### config.mk
export PLATFORM = sky130hd
export DESIGN_NAME = set_job_sched
export DESIGN_NICKNAME = d
export VERILOG_FILES = /design/src/rtl/set_job_sched.sv
export SDC_FILE = /design/constraint.sdc
export NUM_CORES = 1
export LEC_CHECK = 0
export CAP_MARGIN = 20
export CORE_ASPECT_RATIO = 0.8
export CORE_MARGIN = 1.5
export CORE_UTILIZATION = 40
export DETAILED_ROUTE_END_ITERATION = 12
export SETUP_SLACK_MARGIN = 0.4
export SYNTH_ARGS = -nofsm -noshare
export SYNTH_HDL_FRONTEND = slang
export SYNTH_SLANG_ARGS = --single-unit
### constraint.sdc
create_clock -name clk -period 4.52 [get_ports clk]
set_input_delay 0.678 -clock clk [delete_from_list [all_inputs] [get_ports clk]]
set_output_delay 0.678 -clock clk [all_outputs]
set_load 0.1 [all_outputs]
### src/rtl/set_job_sched.sv
// Job scheduler for a SET engine: queues circle jobs, issues one at a time,
// and returns each result (or a timeout error) tagged with its job id.
module set_job_sched #(
    parameter int FIFO_DEPTH = 4,
    parameter int TIMEOUT    = 400
) (
    input  logic        clk,
    input  logic        rst,
    input  logic        req_valid,
    output logic        req_ready,
    input  logic [7:0]  req_central,
    input  logic [3:0]  req_radius,
    input  logic [3:0]  req_tag,
    output logic        eng_en,
    output logic [7:0]  eng_central,
    output logic [3:0]  eng_radius,
    input  logic        eng_busy,
    input  logic        eng_valid,
    input  logic [7:0]  eng_candidate,
    output logic        res_valid,
    input  logic        res_ready,
    output logic [3:0]  res_tag,
    output logic [7:0]  res_count,
    output logic        res_err,
    output logic [15:0] stat_jobs
);

    localparam int         AW          = $clog2(FIFO_DEPTH);
    localparam logic [8:0] TIMEOUT_CNT = 9'(TIMEOUT);

    typedef struct packed {
        logic [3:0] tag;
        logic [3:0] radius;
        logic [7:0] central;
    } job_t;

    typedef enum logic [1:0] { IDLE, ISSUE, WAIT, HOLD } state_t;

    state_t      state, state_next;
    job_t        queue [FIFO_DEPTH];
    job_t        head;
    logic [AW:0] wr_ptr, rd_ptr;
    logic        push, pop, full, empty;
    logic [8:0]  wait_cnt, wait_cnt_inc;
    logic        timeout;
    logic [7:0]  last_central;
    logic [3:0]  last_radius;

    // Pointers carry one extra wrap bit so full and empty are distinguishable.
    assign empty     = (wr_ptr == rd_ptr);
    assign full      = (wr_ptr[AW] != rd_ptr[AW]) && (wr_ptr[AW-1:0] == rd_ptr[AW-1:0]);
    assign req_ready = !full;
    assign push      = req_valid && req_ready;
    assign pop       = (state == ISSUE);
    assign head      = queue[rd_ptr[AW-1:0]];

    // NOTE: the queue storage is deliberately not reset; the pointers alone define which entries are valid.
    always_ff @(posedge clk) begin
        if (push) queue[wr_ptr[AW-1:0]] <= {req_tag, req_radius, req_central};
    end

    // NOTE: registers are written with non-blocking assignments so every flop samples pre-edge values.
    always_ff @(posedge clk or posedge rst) begin
        if (rst) begin
            wr_ptr <= '0;
            rd_ptr <= '0;
        end else begin
            if (push) wr_ptr <= wr_ptr + 1'b1;
            if (pop)  rd_ptr <= rd_ptr + 1'b1;
        end
    end

    // WAIT lasts exactly TIMEOUT cycles: the exit fires as the counter reaches TIMEOUT.
    assign wait_cnt_inc = wait_cnt + 9'd1;
    assign timeout      = (wait_cnt_inc == TIMEOUT_CNT);

    // NOTE: next-state is defaulted first so no path through the case can infer a latch.
    always_comb begin
        state_next = state;
        case (state)
            IDLE:    if (!empty && !eng_busy) state_next = ISSUE;
            ISSUE:   state_next = WAIT;
            WAIT:    if (eng_valid || timeout) state_next = HOLD;
            HOLD:    if (res_ready) state_next = IDLE;
            default: state_next = IDLE;
        endcase
    end

    always_ff @(posedge clk or posedge rst) begin
        if (rst) state <= IDLE;
        else     state <= state_next;
    end

    always_ff @(posedge clk or posedge rst) begin
        if (rst) begin
            wait_cnt     <= '0;
            last_central <= '0;
            last_radius  <= '0;
            res_tag      <= '0;
            res_count    <= '0;
            res_err      <= 1'b0;
            stat_jobs    <= '0;
        end else begin
            case (state)
                ISSUE: begin
                    last_central <= head.central;
                    last_radius  <= head.radius;
                    res_tag      <= head.tag;
                    wait_cnt     <= '0;
                end
                WAIT: begin
                    wait_cnt <= wait_cnt_inc;
                    // A result arriving on the final WAIT cycle beats the timeout.
                    if (eng_valid) begin
                        res_count <= eng_candidate;
                        res_err   <= 1'b0;
                    end else if (timeout) begin
                        res_count <= 8'hFF;
                        res_err   <= 1'b1;
                    end
                end
                HOLD: begin
                    if (res_ready && stat_jobs != 16'hFFFF) stat_jobs <= stat_jobs + 16'd1;
                end
                default: ;
            endcase
        end
    end

    assign eng_en      = (state == ISSUE);
    assign eng_central = eng_en ? head.central : last_central;
    assign eng_radius  = eng_en ? head.radius  : last_radius;
    assign res_valid   = (state == HOLD);

endmodule

==> flow_summary_export.csv <==
group,metric,value,unit
outcome,status,"finished clean",
synth,synth_area_leaders,"edfxtp_1, dfrtp_1, mux4_2, mux2_2, ha_1",
detailed_routing,drtIter0Drc,153,
cells_and_area,final_cell_mix,"edfxtp_1, clkdlybuf4s50_1, dfrtp_1",
detailed_routing,routed_via_density,4.975,
clock_tree,clkTransAtPathRegs,0.05,ns
worst_setup_path,critPathTopFamily,"multiplexers",
placement,io_buffers,73,
synth,synth_top_area_cell,"edfxtp_1",
synth,yosys.area_share.simple,7.459,%
cells_and_area,layout-drive-gt1-share,21.13,%
sta,min_period,3.176,ns
synth,yosys_register_bits,122,
sta,period_share,70.27,%
synth,async_flop_share,47.54,%
worst_setup_path,ff2ff_setup_slack,1.91,ns
cells_and_area,num-fill-cells,1013,
floorplanning,die_area,13350,um^2
synth,synth_warnings,0,
worst_setup_path,critPathArrivalTime,2.50,ns
clock_tree,ctsRootBufferMaster,"clkbuf_16",
global_routing,grt_overflow,0,
worst_setup_path,path_max_fanout,11,
clock_tree,clockBufferDepth,2,
detailed_routing,routed_wl,9.461,mm
hold_path,holdPathStages,1,
placement,placed_cell_area,5956,um^2
cells_and_area,layout_commonest_cell,"edfxtp_1",
sta,final-setup-viol-count,0,
detailed_routing,vias,2970,
global_routing,antenna_found_initial,0,
worst_setup_path,reg2reg_to,"queue[2][10]$_DFFE_PP_",
clock_tree,cts_tree,"yes",
worst_setup_path,cpPeakStageDelay,0.66,ns
hold_path,min_to,"res_count[4]$_DFFE_PP0P_",
sta,rsz0062_at_grt,"no",
synth,synth_top_flop_cell,"edfxtp_1",
worst_setup_path,cp_num_buf_inv,2,
sta,skew,0.008504,ns
run,maxCapViolations,0,
clock_tree,h-tree-depth,4,
synth,netlist.area_leader.share,37.94,%
worst_setup_path,worstSetupPathType,"register to output pin",
hold_path,hold_class,"register to register",
synth,synth_top_family_by_area,"multiplexers",
synth,synth_cells,328,
synth,synth_xor_area_share,3.976,%
floorplanning,die_y,103.7,um
synth,synth_compound_area_share,5.532,%
floorplanning,core,12250,um^2
synth,synthAdderAreaFrac,2.964,%
worst_setup_path,path_common_cell,"buf_4",
synth,synth_edf_count,64,
global_routing,grt_pass1_vias,3035,
worst_setup_path,slowest_stage,"dfrtp_1",
clock_tree,cts_hold_buf,0,
global_routing,grt_max_degree,41,
sta,maxSlewHeadroom,33.02,%
synth,yosysSeqAreaShare,66.58,%
synth,syn_avg_cell_area,15.45,um^2
clock_tree,clock_latency,0.40,ns
worst_setup_path,endpoint_kind,"output pin",
detailed_routing,post_drt_wl_per_cell,15.85,um
synth,syn-num-nets,370,
synth,ys_types,40,
sta,tightest_slew,1.005,ns
clock_tree,post_cts_buffers,0,
worst_setup_path,critPathRequiredTime,3.84,ns
synth,yosys-mux-area-fraction,11.61,%
clock_tree,cts_buffers,17,
sta,hold_viol,0,
cells_and_area,synthToLayoutAreaGrowth,29.56,%
global_routing,grt_use_total,15.41,%
placement,gp_congestion,0.7086,
synth,synth_area,5066,um^2
placement,hpwl,6.257,mm
floorplanning,rows,36,
sta,fmax,314.8,MHz
worst_setup_path,path_cells,"buf_4 -> mux4_2 -> mux2_2 -> buf_4",
floorplanning,die_w,128.8,um
worst_setup_path,r2r_cells,5,
global_routing,grt_pass1_wl,15.53,mm
detailed_routing,drt_pass1_iterations,4,
worst_setup_path,worstReg2RegStart,"rd_ptr[0]$_DFFE_PP0P_",
hold_path,min_from,"res_count[4]$_DFFE_PP0P_",
cells_and_area,fin_area,6564,um^2
detailed_routing,drtAntennaViolNets,0,
clock_tree,cts-resized-gates,0,
floorplanning,initial_core_util,41.35,%
cells_and_area,diodes,0,
sta,drv_slew,0,
worst_setup_path,startpoint_type,"register",
detailed_routing,drc,0,
sta,finalSetupTns,0,ns
floorplanning,ios,74,
clock_tree,cts_sinks,122,
cells_and_area,nets,455,
worst max path at each step:
stage,start,endpoint,cells after the start
floorplan,state[1]$_DFFE_PP0P_,eng_central[0],5
global placement,rd_ptr[0]$_DFFE_PP0P_,eng_radius[1],4
detailed placement,rd_ptr[0]$_DFFE_PP0P_,eng_radius[1],4
CTS,rd_ptr[0]$_DFFE_PP0P_,eng_radius[1],4
global route,rd_ptr[0]$_DFFE_PP0P_,eng_radius[1],4
finish,rd_ptr[0]$_DFFE_PP0P_,eng_radius[1],4
final cells by class:
type	instances	area (um^2)	area share, %
Multi-Input combinational cell	182	1598	24.34
Timing Repair Buffer	76	718.2	10.94
Inverter	14	52.55	0.8006
Clock inverter	7	112.6	1.716
Clock buffer	25	495.5	7.549
Tap cell	171	214.0	3.260
Sequential cell	122	3373	51.39
stage by stage:
stage,hold slack [ns],cells,utilization (%),setup WS (ns)
global placement,0.4724,565,48.61,1.723
detailed placement,0.4776,565,48.61,1.701
global route,0.5047,597,53.57,1.175
CTS,0.4894,597,53.57,1.247
finish,0.4824,597,53.57,1.344
floorplan,0.4607,328,-,1.211
synth_stat cells, types with 4 or more instances:
cell / instances
ha_1: 12
inv_1: 14
nand4_1: 7
and3_1: 5
nand2_1: 28
edfxtp_1: 64
mux2_2: 18
buf_2: 4
o21ai_0: 9
xnor2_1: 13
a21oi_1: 5
o22a_1: 9
nor3_1: 7
clkbuf_1: 5
nand3_1: 7
o31ai_1: 4
mux4_2: 16
dfrtp_1: 58
nor2_1: 10
xor2_1: 10
flip-flops by register name, summed over array words and instances (netlist names):
| name | cells |
|---|---|
| last_central | 8 |
| last_radius | 4 |
| queue | 64 |
| rd_ptr | 3 |
| res_count | 8 |
| res_err | 1 |
| res_tag | 4 |
| stat_jobs | 16 |
| state | 2 |
| wait_cnt | 9 |
| wr_ptr | 3 |
routing by layer:
metal | part of all wire (%) | global-route usage, %
met3 | 5.2 | 3.926
met4 | 0.92 | 6.501
met1 | 47 | 21.24
met2 | 47 | 23.22
met5 | 0 | 0
cell families (layout without fill, tap and decap cells):
logic type | Yosys count | after routing
AND/OR/NAND/NOR | 76 | 76
XOR/XNOR | 23 | 23
multiplexers | 36 | 36
flip-flops | 122 | 122
adder cells (fa/ha/maj) | 12 | 12
AO/OA/AOI/OAI | 35 | 35
buffers and inverters | 24 | 122
Power is left out: the tool's default activity adds up to more than one toggle a clock period on the data nets, which glitch-free logic cannot reach.
